--- config.mk ---
export PLATFORM = sky130hd
export DESIGN_NAME = display_scan_driver
export DESIGN_NICKNAME = d
export VERILOG_FILES = /design/src/rtl/display_scan_driver.sv
export SDC_FILE = /design/constraint.sdc
export NUM_CORES = 1
export LEC_CHECK = 0
export BUFFER_PORTS_ARGS = -buffer_cell sky130_fd_sc_hd__clkbuf_2
export CAP_MARGIN = 20
export CORE_MARGIN = 2
export CORE_UTILIZATION = 50
export DETAILED_ROUTE_END_ITERATION = 10
export MAX_ROUTING_LAYER = met4
export PLACE_DENSITY_LB_ADDON = 0.08
export SETUP_SLACK_MARGIN = 0.15
export SYNTH_ARGS = -nofsm -noshare
export SYNTH_HDL_FRONTEND = slang
export SYNTH_SLANG_ARGS = --single-unit
--- constraint.sdc ---
create_clock -name clk -period 5.7 [get_ports clk]
set_input_delay 0.285 -clock clk [delete_from_list [all_inputs] [get_ports clk]]
set_output_delay 0.285 -clock clk [all_outputs]
set_load 0.01 [all_outputs]
--- src/rtl/display_scan_driver.sv ---
// Purpose : time-multiplexed scan driver for a multi-digit seven-segment display
//           (feeds value/mode to the segment decoder, drives one-hot digit enables).
// Latency : outputs are registered; each cycle's outputs describe that cycle's slot position.
// Backpressure: none -- free-running scan; inputs are sampled once per frame.
//
// Ports:
//   clk          rising-edge clock
//   reset        synchronous active-high reset
//   digit_values 4-bit code per digit, digit i at [4i+3:4i], digit 0 scanned first
//   digit_modes  per-digit decoder mode (0 = number, 1 = alphabet)
//   blink_mask   per-digit blink enable
//   value/mode   code and mode presented to the decoder
//   digit_en     one-hot digit enable, all-zero during the blanking gap
//   frame_done   one-cycle pulse on the last cycle of each frame
module display_scan_driver #(
  parameter int NUM_DIGITS   = 6,
  parameter int PRESCALE     = 1000,
  parameter int BLANK_CYCLES = 16,
  parameter int BLINK_FRAMES = 250
) (
  input  logic                    clk,
  input  logic                    reset,
  input  logic [4*NUM_DIGITS-1:0] digit_values,
  input  logic [NUM_DIGITS-1:0]   digit_modes,
  input  logic [NUM_DIGITS-1:0]   blink_mask,
  output logic [3:0]              value,
  output logic                    mode,
  output logic [NUM_DIGITS-1:0]   digit_en,
  output logic                    frame_done
);

  localparam int CNT_W = (PRESCALE > 1)     ? $clog2(PRESCALE)     : 1;
  localparam int IDX_W = (NUM_DIGITS > 1)   ? $clog2(NUM_DIGITS)   : 1;
  localparam int BLK_W = (BLINK_FRAMES > 1) ? $clog2(BLINK_FRAMES) : 1;

  localparam logic [CNT_W-1:0] CNT_LAST  = CNT_W'(PRESCALE - 1);
  localparam logic [CNT_W-1:0] BLANK_END = CNT_W'(BLANK_CYCLES - 1);
  localparam logic [IDX_W-1:0] IDX_LAST  = IDX_W'(NUM_DIGITS - 1);
  localparam logic [BLK_W-1:0] BLK_LAST  = BLK_W'(BLINK_FRAMES - 1);

  typedef enum logic {
    ST_BLANK = 1'b0,
    ST_SHOW  = 1'b1
  } state_t;

  // Current state
  state_t                  state;
  logic [CNT_W-1:0]        cnt;
  logic [IDX_W-1:0]        idx;
  logic [BLK_W-1:0]        blink_cnt;
  logic                    blink_phase;
  logic [4*NUM_DIGITS-1:0] shadow_values;
  logic [NUM_DIGITS-1:0]   shadow_modes;
  logic [NUM_DIGITS-1:0]   shadow_mask;

  // Next state
  state_t                  state_nxt;
  logic [CNT_W-1:0]        cnt_nxt;
  logic [IDX_W-1:0]        idx_nxt;
  logic [BLK_W-1:0]        blink_cnt_nxt;
  logic                    blink_phase_nxt;
  logic [4*NUM_DIGITS-1:0] shadow_values_nxt;
  logic [NUM_DIGITS-1:0]   shadow_modes_nxt;
  logic [NUM_DIGITS-1:0]   shadow_mask_nxt;

  // Next outputs
  logic [3:0]              value_nxt;
  logic                    mode_nxt;
  logic [NUM_DIGITS-1:0]   digit_en_nxt;
  logic                    frame_done_nxt;

  logic                    frame_end;
  logic                    slot_end;
  logic                    blanked_nxt;

  assign slot_end  = (cnt == CNT_LAST);
  assign frame_end = slot_end && (idx == IDX_LAST);

  // State register (also holds the registered outputs)
  always_ff @(posedge clk) begin
    if (reset) begin
      state         <= ST_BLANK;
      cnt           <= '0;
      idx           <= '0;
      blink_cnt     <= '0;
      blink_phase   <= 1'b0;
      shadow_values <= '0;
      shadow_modes  <= '0;
      shadow_mask   <= '0;
      value         <= '0;
      mode          <= 1'b0;
      digit_en      <= '0;
      frame_done    <= 1'b0;
    end else begin
      state         <= state_nxt;
      cnt           <= cnt_nxt;
      idx           <= idx_nxt;
      blink_cnt     <= blink_cnt_nxt;
      blink_phase   <= blink_phase_nxt;
      shadow_values <= shadow_values_nxt;
      shadow_modes  <= shadow_modes_nxt;
      shadow_mask   <= shadow_mask_nxt;
      value         <= value_nxt;
      mode          <= mode_nxt;
      digit_en      <= digit_en_nxt;
      frame_done    <= frame_done_nxt;
    end
  end

  // Next-state logic
  always_comb begin
    state_nxt         = state;
    cnt_nxt           = cnt + CNT_W'(1);
    idx_nxt           = idx;
    blink_cnt_nxt     = blink_cnt;
    blink_phase_nxt   = blink_phase;
    shadow_values_nxt = shadow_values;
    shadow_modes_nxt  = shadow_modes;
    shadow_mask_nxt   = shadow_mask;

    case (state)
      ST_BLANK: if (cnt == BLANK_END) state_nxt = ST_SHOW;
      ST_SHOW:  if (slot_end)         state_nxt = ST_BLANK;
      default:                        state_nxt = ST_BLANK;
    endcase

    if (slot_end) begin
      cnt_nxt = '0;
      idx_nxt = (idx == IDX_LAST) ? '0 : idx + IDX_W'(1);
    end

    // Frame boundary: snapshot inputs and advance blink timing together, so a
    // new frame always sees one consistent set of codes, modes and phase.
    if (frame_end) begin
      shadow_values_nxt = digit_values;
      shadow_modes_nxt  = digit_modes;
      shadow_mask_nxt   = blink_mask;
      if (blink_cnt == BLK_LAST) begin
        blink_cnt_nxt   = '0;
        blink_phase_nxt = ~blink_phase;
      end else begin
        blink_cnt_nxt   = blink_cnt + BLK_W'(1);
      end
    end
  end

  // Output logic: computed from next-state values so the registered outputs
  // line up with the cycle whose cnt/idx they describe.
  always_comb begin
    blanked_nxt    = blink_phase_nxt && shadow_mask_nxt[idx_nxt];
    value_nxt      = shadow_values_nxt[4*int'(idx_nxt) +: 4];
    mode_nxt       = shadow_modes_nxt[idx_nxt];
    digit_en_nxt   = '0;
    frame_done_nxt = (idx_nxt == IDX_LAST) && (cnt_nxt == CNT_LAST);

    if (state_nxt == ST_SHOW) begin
      digit_en_nxt = NUM_DIGITS'(1) << idx_nxt;
    end

    // Blink-off slot: dark for the whole slot, decoder shown an alphabet space.
    if (blanked_nxt) begin
      digit_en_nxt = '0;
      value_nxt    = 4'b0000;
      mode_nxt     = 1'b1;
    end
  end

endmodule

==> impl_results.md <==
- Status: complete, no violations
- Number of DRC markers in iteration 0: 217
- Pwr Density: 240 nW/um2
- Register area share after synthesis: 39.3%
- Worst Setup Slack, final: 2.47 ns
- Synth warnings: 0
- Grt total ovfl: 0
- Achievable frequency: 309 MHz
- CP arrival: 3.43 ns
- Final min period: 3.23 ns
- Distinct cells, synth: 62
- Overall routed net length: 8440 um
- Syn_area_per_cell: 7.89 um2
- Gr usage total: 23.2%
- Final Net Count: 528
- Vias in the first global route: 2,878
- CORE AREA: 7140 um2
- Num CTS Buffers: 9
- Synthesized area: 3620 um2
- Clock Tree Buf Depth: 2
- Die Y: 89.1 um
- RD Place Congestion: 0.855
- Max_cap viols: 0
- Gates resized, CTS repair: 0
- Net Count, Synth: 501
- Leakage: 1.50 nW
- Layout cells sized above 1: 16.3%
- Number of buffers added on ports: 49
- Crit share post-route: 56.7%
- Setup TNS: 0 ns
- Die X: 89.1 um
- Max incr delay on CP: 0.72 ns
- First-pass GRT wire length: 13,900 um
- Clock root cell: clkbuf_8
- Slowest-stage cell, CP: nand4_1
- Logic gate share of total power: 2.9%
- Crit-path max FO: 21
- DR DRC count: 0
- Final setup viols: 0
- Hold Vio Cnt, Final: 0
- Hold Crit Class: input port to flip-flop
- Post-route ant nets: 0
- Initial Utilization: 50.7%
- Slew Limit Fails: 0
- Startpoint Class: flip-flop
- Clk sink count: 71
- RSZ-0062 raised after global routing: no
- Ant. Diodes: 0
- Clk pwr share: 46.1%
- Initial antenna violation count: 0
- Flop pwr share: 51.0%
- Hpwl dp: 5700 um
- NetSw: 0.210 mW
- Synth Flop Type: dfxtp_1
- Clk_lat worst skew: 0.35 ns
- CP endpoint kind: flip-flop
- Largest area contributor in the netlist: dfxtp_1
- Wirelength per Cell: 14.3 um
- IO Pins: 50
- Area contributors post-synth: dfxtp_1, nand2_1, a21oi_1, nor3_1, clkbuf_1
- Top-count cell post-synth: nand2_1
- Synth-to-layout area growth: 12.9%
- First-pass DRT Iterations: 4
- FFs w/ async S/R, synth: 0%
- Max VDD drop: 0.154 mV
- Post-synth EDFFs: 0
- Slew HR: 39.8%
- Synth Instances: 459
- Setup CP Type: flip-flop to flip-flop
- Sw frac: 21.5%
- Hold buffer count at cts: 0
- H-Tree Depth: 3
- Worst clock skew: 0.00962 ns
- Clock-pin slew on the worst setup and hold paths: 0.08 ns
- Worst-Margin Slew: 0.900 ns
- Worst path required time: 5.90 ns
- Row Count: 31
- Top-area cell type share of the netlist area: 39.3%
- CP Cell Sequence: ha_1, and4_1, nand4_1, nor3_1, o211ai_1, a211oi_2, nor3b_1
- TritonCTS clock tree: built
- Largest net degree at the start of global routing: 52
- Dpl ws: 2.45 ns
- Via count: 3,283
- Post-CTS setup buffers: 0
- Synth cell count leaders: nand2_1, dfxtp_1, a21oi_1
- Synthesized flop and latch total: 71
- Via density: 5.56
- Die ar.: 7940 um2
- Internal power: 0.770 mW
## registers in the layout, indices dropped and copies added, names as in the netlist
name           cells
shadow_values     24
blink_cnt          8
state              1
shadow_mask        6
mode               1
digit_en           6
shadow_modes       6
blink_phase        1
frame_done         1
value              4
cnt               10
idx                3
## through the flow
step,cells,hold WS [ns],power [mW],area (um2),utilization (%)
3_5_place_dp,574,0.450,0.540,3860,54.1
4_1_cts,590,0.133,0.993,4090,57.3
3_3_place_gp,574,0.447,0.540,3860,54.1
6_report,590,0.148,0.980,4090,57.3
5_1_grt,590,0.147,1.02,4090,57.3
2_1_floorplan,459,0.425,0.524,3620,-
## cells in the final DEF, fill, tap and decap left out, drive strengths merged, types with 3 or more instances in the layout
cell,count
a21oi,47
nand2,102
buf,7
xor2,9
nor3,21
nor4,6
ha,4
clkbuf,60
mux2i,8
nor2b,8
or3,5
nand3b,4
o22a,3
nand3,6
inv,7
a31oi,3
o32ai,3
and3,4
a22oi,3
nor2,20
a311oi,5
a32o,3
xnor2,6
o21ai,8
clkinv,3
a211oi,9
nor3b,3
nand4,9
dfxtp,71
o22ai,5
a2111oi,3
## power by group through the flow
stage | clock network [mW] | registers, mW | logic [mW]
global placement | 0 | 0.511 | 0.0284
CTS | 0.465 | 0.500 | 0.0288
global route | 0.484 | 0.500 | 0.0323
detailed placement | 0 | 0.512 | 0.0286
finish | 0.451 | 0.500 | 0.0284
floorplan | 0 | 0.510 | 0.0132
## worst max-delay path: cells and delay by family, from the launching register on
kind / cells / cell delay (ns)
flip-flops: 1 / 0.41
AND/OR/NAND/NOR: 4 / 1.61
adder cells (fa/ha/maj): 1 / 0.26
AO/OA/AOI/OAI: 2 / 0.79
## layout make-up
type / count / area [um2]
Sequential cell: 71 / 1420
Tap cell: 99 / 124
Inverter: 8 / 30.0
Clock buffer: 11 / 141
Clock inverter: 5 / 81.3
Multi-Input combinational cell: 340 / 1990
Fill cell: 706 / 3050
Timing Repair Buffer: 56 / 298
## final timing paths
check                     from  slack (ns)                 to  depth (start not counted)
max reg2reg             cnt[1]        2.47        digit_en[2]                          7
min            digit_values[4]        0.15   shadow_values[4]                          3
min reg2reg  shadow_values[13]        0.46  shadow_values[13]                          2
max                     cnt[1]        2.47        digit_en[2]                          7
## logic make-up (layout without fill, tap and decap cells)
logic type,count (synthesis),in the layout,synth area share (%)
mux,10,10,2.83
fa+ha+maj,5,5,1.66
buf+inv,48,80,5.77
compound gates,110,110,20.1
flops,71,71,39.3
xor+xnor,15,15,3.63
simple gates,200,200,26.8
## per-layer routing
metal  GRT usage, %  wire [um]
met1           31.7       3940
met2           34.3       3880
met3           4.80        497
met4           7.33        119
met5              -          0
(Power assumes the default switching activity.)
